--- config.mk ---
export PLATFORM = sky130hd
export DESIGN_NAME = fetch_decode_buffer
export DESIGN_NICKNAME = d
export VERILOG_FILES = /design/src/rtl/fetch_decode_buffer.sv
export SDC_FILE = /design/constraint.sdc
export NUM_CORES = 1
export LEC_CHECK = 0
export BUFFER_PORTS_ARGS = -buffer_cell sky130_fd_sc_hd__clkbuf_2
export CAP_MARGIN = 20
export CELL_PAD_IN_SITES_DETAIL_PLACEMENT = 1
export CELL_PAD_IN_SITES_GLOBAL_PLACEMENT = 2
export CORE_UTILIZATION = 34
export DETAILED_ROUTE_END_ITERATION = 8
export GPL_TIMING_DRIVEN = 0
export PLACE_DENSITY_LB_ADDON = 0.05
export SLEW_MARGIN = 20
export SYNTH_ARGS = -nofsm -noshare
export SYNTH_HDL_FRONTEND = slang
export SYNTH_SLANG_ARGS = --single-unit
--- constraint.sdc ---
create_clock -name clk -period 5.7 [get_ports clk]
set_clock_uncertainty 0.15 [all_clocks]
set_input_delay 0.57 -clock clk [delete_from_list [all_inputs] [get_ports clk]]
set_output_delay 0.57 -clock clk [all_outputs]
set_load 0.01 [all_outputs]
--- src/rtl/fetch_decode_buffer.sv ---
// fetch_decode_buffer: in-order FIFO between fetch and decode with flush and misalign flag.
// in_ready depends only on registered occupancy, so decode stalls never reach fetch combinationally.
module fetch_decode_buffer #(
    parameter int DEPTH = 2
) (
    input  logic                     clk,
    input  logic                     resetn,
    input  logic                     in_valid,
    output logic                     in_ready,
    input  logic [63:0]              in_pc,
    input  logic [31:0]              in_instr,
    input  logic                     flush,
    output logic                     out_valid,
    input  logic                     out_ready,
    output logic [63:0]              out_pc,
    output logic [31:0]              out_instr,
    output logic                     out_misalign,
    output logic [$clog2(DEPTH):0]   count
);
    localparam int AW = $clog2(DEPTH);
    localparam logic [AW:0] FULL = (AW + 1)'(DEPTH);
    logic [63:0]   pc_q    [DEPTH];
    logic [31:0]   instr_q [DEPTH];
    logic          mis_q   [DEPTH];
    logic [AW-1:0] head;
    logic [AW-1:0] tail;
    logic          push;
    logic          pop;
    assign in_ready  = count != FULL;
    assign out_valid = count != '0;
    assign push      = in_valid && in_ready && !flush;
    assign pop       = out_valid && out_ready && !flush;
    assign out_pc    = pc_q[head];
    assign out_instr = instr_q[head];
    // Gated so the flag reads 0 out of reset, when the unreset entry bits are unknown.
    assign out_misalign = out_valid && mis_q[head];
    always_ff @(posedge clk or negedge resetn) begin
        if (!resetn) begin
            head  <= '0;
            tail  <= '0;
            count <= '0;
        end else if (flush) begin
            head  <= '0;
            tail  <= '0;
            count <= '0;
        end else begin
            head  <= pop ? head + AW'(1) : head;
            tail  <= push ? tail + AW'(1) : tail;
            count <= count + (AW + 1)'(push) - (AW + 1)'(pop);
        end
    end
    always_ff @(posedge clk) begin
        if (push) begin
            pc_q[tail]    <= in_pc;
            instr_q[tail] <= in_instr;
            mis_q[tail]   <= in_pc[1:0] != 2'b00;
        end
    end
endmodule

==> Yosys cells after proc, flatten, opt, wreduce, memory -nomap -nowiden <==
Memories as Yosys holds them, arrays and structs flattened.
Index checks and enable logic that the tools add are counted.
Widths: inputs -> output; s select.
{ "op_classes": {"n_mux": 7, "n_reduce_logical": 10, "n_addsub": 4, "eq_ne": 1} }
{ "ops": {"columns": ["op", "n"], "rows": [
  ["$reduce_bool 2->1", 4],
  ["$mux 1", 6],
  ["$logic_and 1x1->1", 5],
  ["$add 1x1->1 const B", 2],
  ["$add 2x1->2", 1],
  ["$mux 2", 1],
  ["$ne 2x2->1 const B", 1],
  ["$sub 2x1->2", 1],
  ["$logic_not 1->1", 1]
]} }
{ "totals": {"n_memories": 3, "output_inout_bits": 101, "word_cells": 28, "regBits": 4, "ramBits": 194} }
{ "memory_table": {"columns": ["name", "depth", "width", "read_ports", "rd_ports_with_merged_regs", "write_ports", "line_no", "rtl"], "rows": [
  ["pc_q", 2, 64, 1, 0, 1, "22", "logic [63:0] pc_q [DEPTH];"],
  ["instr_q", 2, 32, 1, 0, 1, "23", "logic [31:0] instr_q [DEPTH];"],
  ["mis_q", 2, 1, 1, 0, 1, "24", "logic mis_q [DEPTH];"]
]} }

==> Depth between registers and ports, before layout <==
{ "logic_depth": {"ltp_word": 6, "mapped_depth": 8} }

==> Worst setup path after synthesis <==
No wires, ideal clock.
{ "synth_path": {"path_kind": "flip-flop to flip-flop", "startpoint": "register count[0]", "endpoint": "memory instr_q[0][0] (enable)", "period_less_slack_ns": 5.546, "path_stages_with_launch": 4, "setup_ns": 0.554, "t_required_ns": 4.996, "path_buffers": 0, "path_slack_ns": 0.154, "t_arrival_ns": 4.842, "path_cell_list": "dfrtp_1 > nand2b_1 > nand3b_1 > nor2_1"} }
{ "synth_via": {"elab_chain_len": 5} }
{ "synth_lines": {"columns": ["item", "line_no", "rtl"], "rows": [
  ["from (decl)", "18", "output logic [$clog2(DEPTH):0] count"],
  ["from (signal assigned)", "49", "count <= count + (AW + 1)'(push) - (AW + 1)'(pop);"],
  ["$ne 2x2->1", "29", "assign in_ready = count != FULL;"],
  ["named net in_ready", "9", "output logic in_ready,"],
  ["$logic_and 1x1->1 (2 in a row)", "31", "assign push = in_valid && in_ready && !flush;"],
  ["$mux 1", "53", "if (push) begin"],
  ["$mux 1 (implied by the code)", "55", "instr_q[tail] <= in_instr;"],
  ["to (decl)", "23", null]
]} }
The timed path passes the listed nets, and every way through them passes these cells.

==> Worst setup path after layout <==
{ "layout_path": {"startpoint": "register head", "endpoint": "output port out_pc[45]"} }
{ "layout_via": {"elab_chain_len": 1} }
{ "layout_lines": {"columns": ["item", "line_no", "rtl"], "rows": [
  ["from (decl)", "25", "logic [AW-1:0] head;"],
  ["from (signal assigned)", "47", "head <= pop ? head + AW'(1) : head;"],
  ["$mem_v2 2x64", null, null],
  ["to (decl)", "15", "output logic [63:0] out_pc,"]
]} }
Every way passes these cells.

==> qor.csv <==
metric;value;unit
cts_tree;built;
clk_path_buf_depth;2;
cts_root_buffer;clkbuf_16;
drt-vias-per-instance;4.43;
drc;0;
hp-class;primary input to flip-flop;
ios;202;
clock_latency;420;ps
fin_crit_sh;43.6;%
ys_seq_area_share;81.2;%
status;completed;
slew_violations;0;
p_leak;3.57;nW
finalNonFillerCells;845;
coreArea;0.0210;mm2
cts_made_buffers;17;
yosys_register_bits;198;
synth_top_area_share;79.8;%
synth_compound_area_share;0.274;%
drive_gt1_share;60.9;%
synth_top_cell_by_area;edfxtp_1;
place_congestion;0.695;
async_reset_ff_share;2.02;%
worst_slack;3220;ps
yosysUniqueCellTypes;20;
yosys-mux-area-fraction;15.9;%
die_h;149;um
synth_ff_type;edfxtp_1;
htree_levels;4;
crit_path_start_kind;flip-flop;
syn-num-nets;432;
cts_setup_buffers;0;
finalCriticalPeriod;2480;ps
port-buffer-count;201;
path_common_cell;buf_6;
area_growth;29.0;%
synth_enable_flop_cells;194;
num_rows;53;
synth_xor_area_share;0.240;%
syn_avg_cell_area;22.2;um2
end_kind;output port;
clk_pin_slew;70;ps
max_cap_violations;0;
antenna_left;0;
grt_max_degree;25;
synth_top_family_by_area;multiplexers;
slowest_delay;350;ps
antennaDiodeCount;0;
worstMarginPinSlew;681;ps
crit_chain;buf_6 -> buf_6 -> buf_6 -> mux2_4 -> clkbuf_2;
drt-total-wl;14500;um
antenna_found_initial;1;
crit_buf_inv;4;
synthTopCellsByCount;194 x edfxtp_1, 78 x mux2_2, 18 x mux2_4, 7 x buf_2, 7 x nor2_1;
post_drt_wl_per_cell;17.1;um
required;4980;ps
maxSlewHeadroom;54.5;%
ys_warn_count;0;
grt_first_pass_wirelength;21900;um
yosysMostFrequentCell;edfxtp_1;
cts_num_sinks;198;
hpwl;10300;um
cp_slowest_cell;dfrtp_1;
postCtsResizedCells;0;
syn_area;0.00730;mm2
ir_worst_vdd;0.206;mV
grt.overflow.total;0;
syn_inst;329;
nets;661;
vias;3745;
rsz0062_at_grt;no;
first_pass_iters;4;
synth_fa_ha_area_share;0.343;%
die_w;149;um
synthTopCellsByArea;edfxtp_1 80%, mux2_2 12%, mux2_4 3.7%, dfrtp_1 1.4%, buf_6 0.62%;
power.density;357;mW/mm2
first_iter_violations;95;
crit_family;buffers and inverters;
grt_usage;13.6;%
cp.arrival;1760;ps
path_max_fanout;10;
initial_core_util;34.7;%
critPathKind;flip-flop to output port;
setup-violations-final;0;
synthSimpleGateAreaFrac;0.874;%
grt_pass1_vias;4010;
dpl_worst_slack;3090;ps
placedCellCount;813;
hold_viol_final;0;
die_area;0.0221;mm2
fmaxAchievable;403;MHz
-- timing repair --
action                                 4_1_cts  5_1_grt
endpoints found under the hold margin        4        0
setup endpoints to repair                    0        0
hold buffers                                 1        0
-- sequential cells by signal, summed over array words and instances (netlist names) --
name,count
pc_q,128
instr_q,64
count,2
mis_q,2
head,1
tail,1
-- layout make-up --
| class | instances | area (um2) |
|---|---|---|
| fill | 2051 | 11600 |
| sequential | 198 | 5930 |
| multi-input combinational | 117 | 1300 |
| timing repair buffer | 210 | 1200 |
| clock buffer | 20 | 437 |
| tap | 275 | 344 |
| clock inverter | 11 | 125 |
| buffer | 11 | 80.1 |
| inverter | 3 | 11.3 |
-- metal layers --
layer / up-vias / GRT usage, % / wire length [um]
li1: 1759 / - / -
met1: 1833 / 15.3 / 5780
met2: 132 / 22.8 / 7290
met3: 21 / 5.55 / 1160
met4: 0 / 5.72 / 234
met5: - / 0 / 0
-- stage by stage --
step	setup TNS, ps	power (mW)	hold slack (ps)	utilization (%)	instance area [um2]
after floorplan	0	2.04	124	-	7300
after global placement	-539970	2.25	234	41.2	8650
after detailed placement	0	2.26	240	42.1	8850
after CTS	0	3.42	156	44.8	9420
after global routing	0	3.50	158	44.8	9420
final	0	3.36	178	44.8	9420
-- final timing paths --
check / startpoint / end / slack [ps] / cells past startpoint
max reg2reg: count[0]$_DFF_PN0_ / instr_q[0][17]$_DFFE_PP_ / 3330 / 5
max in group asynchronous: resetn / tail$_DFFE_PN0P_ / 4910 / 2
max: head$_DFFE_PN0P_ / out_pc[45] / 3220 / 5
min: in_pc[10] / pc_q[0][10]$_DFFE_PP_ / 180 / 1
min reg2reg: tail$_DFFE_PN0P_ / tail$_DFFE_PN0P_ / 390 / 1
min in group asynchronous: resetn / count[0]$_DFF_PN0_ / 350 / 2
-- cell usage in the layout, fill, tap and decap left out, drive strengths merged, types with 2 or more instances in the layout --
cell type / count
buf: 19
bufinv: 2
clkbuf: 221
clkinv: 4
clkinvlp: 2
dfrtp: 4
edfxtp: 194
ha: 2
inv: 6
mux2: 96
nor2: 7
xor2: 2
-- power breakdown --
part | internal [mW] | leakage (nW) | total [mW] | switching (mW)
Combinational | 0.251 | 1.47 | 0.511 | 0.260
Clock | 0.647 | 0.271 | 1.15 | 0.503
Sequential | 1.68 | 1.83 | 1.70 | 0.0186
Total | 2.58 | 3.57 | 3.36 | 0.782
-- cells by family (layout without fill, tap and decap cells) --
group           after synthesis  in the layout
simple gates                 13             13
compound gates                3              3
xor+xnor                      2              2
flops                       198            198
fa+ha+maj                     2              2
mux                          97             97
buf+inv                      14            255
(Power assumes the default switching activity.)
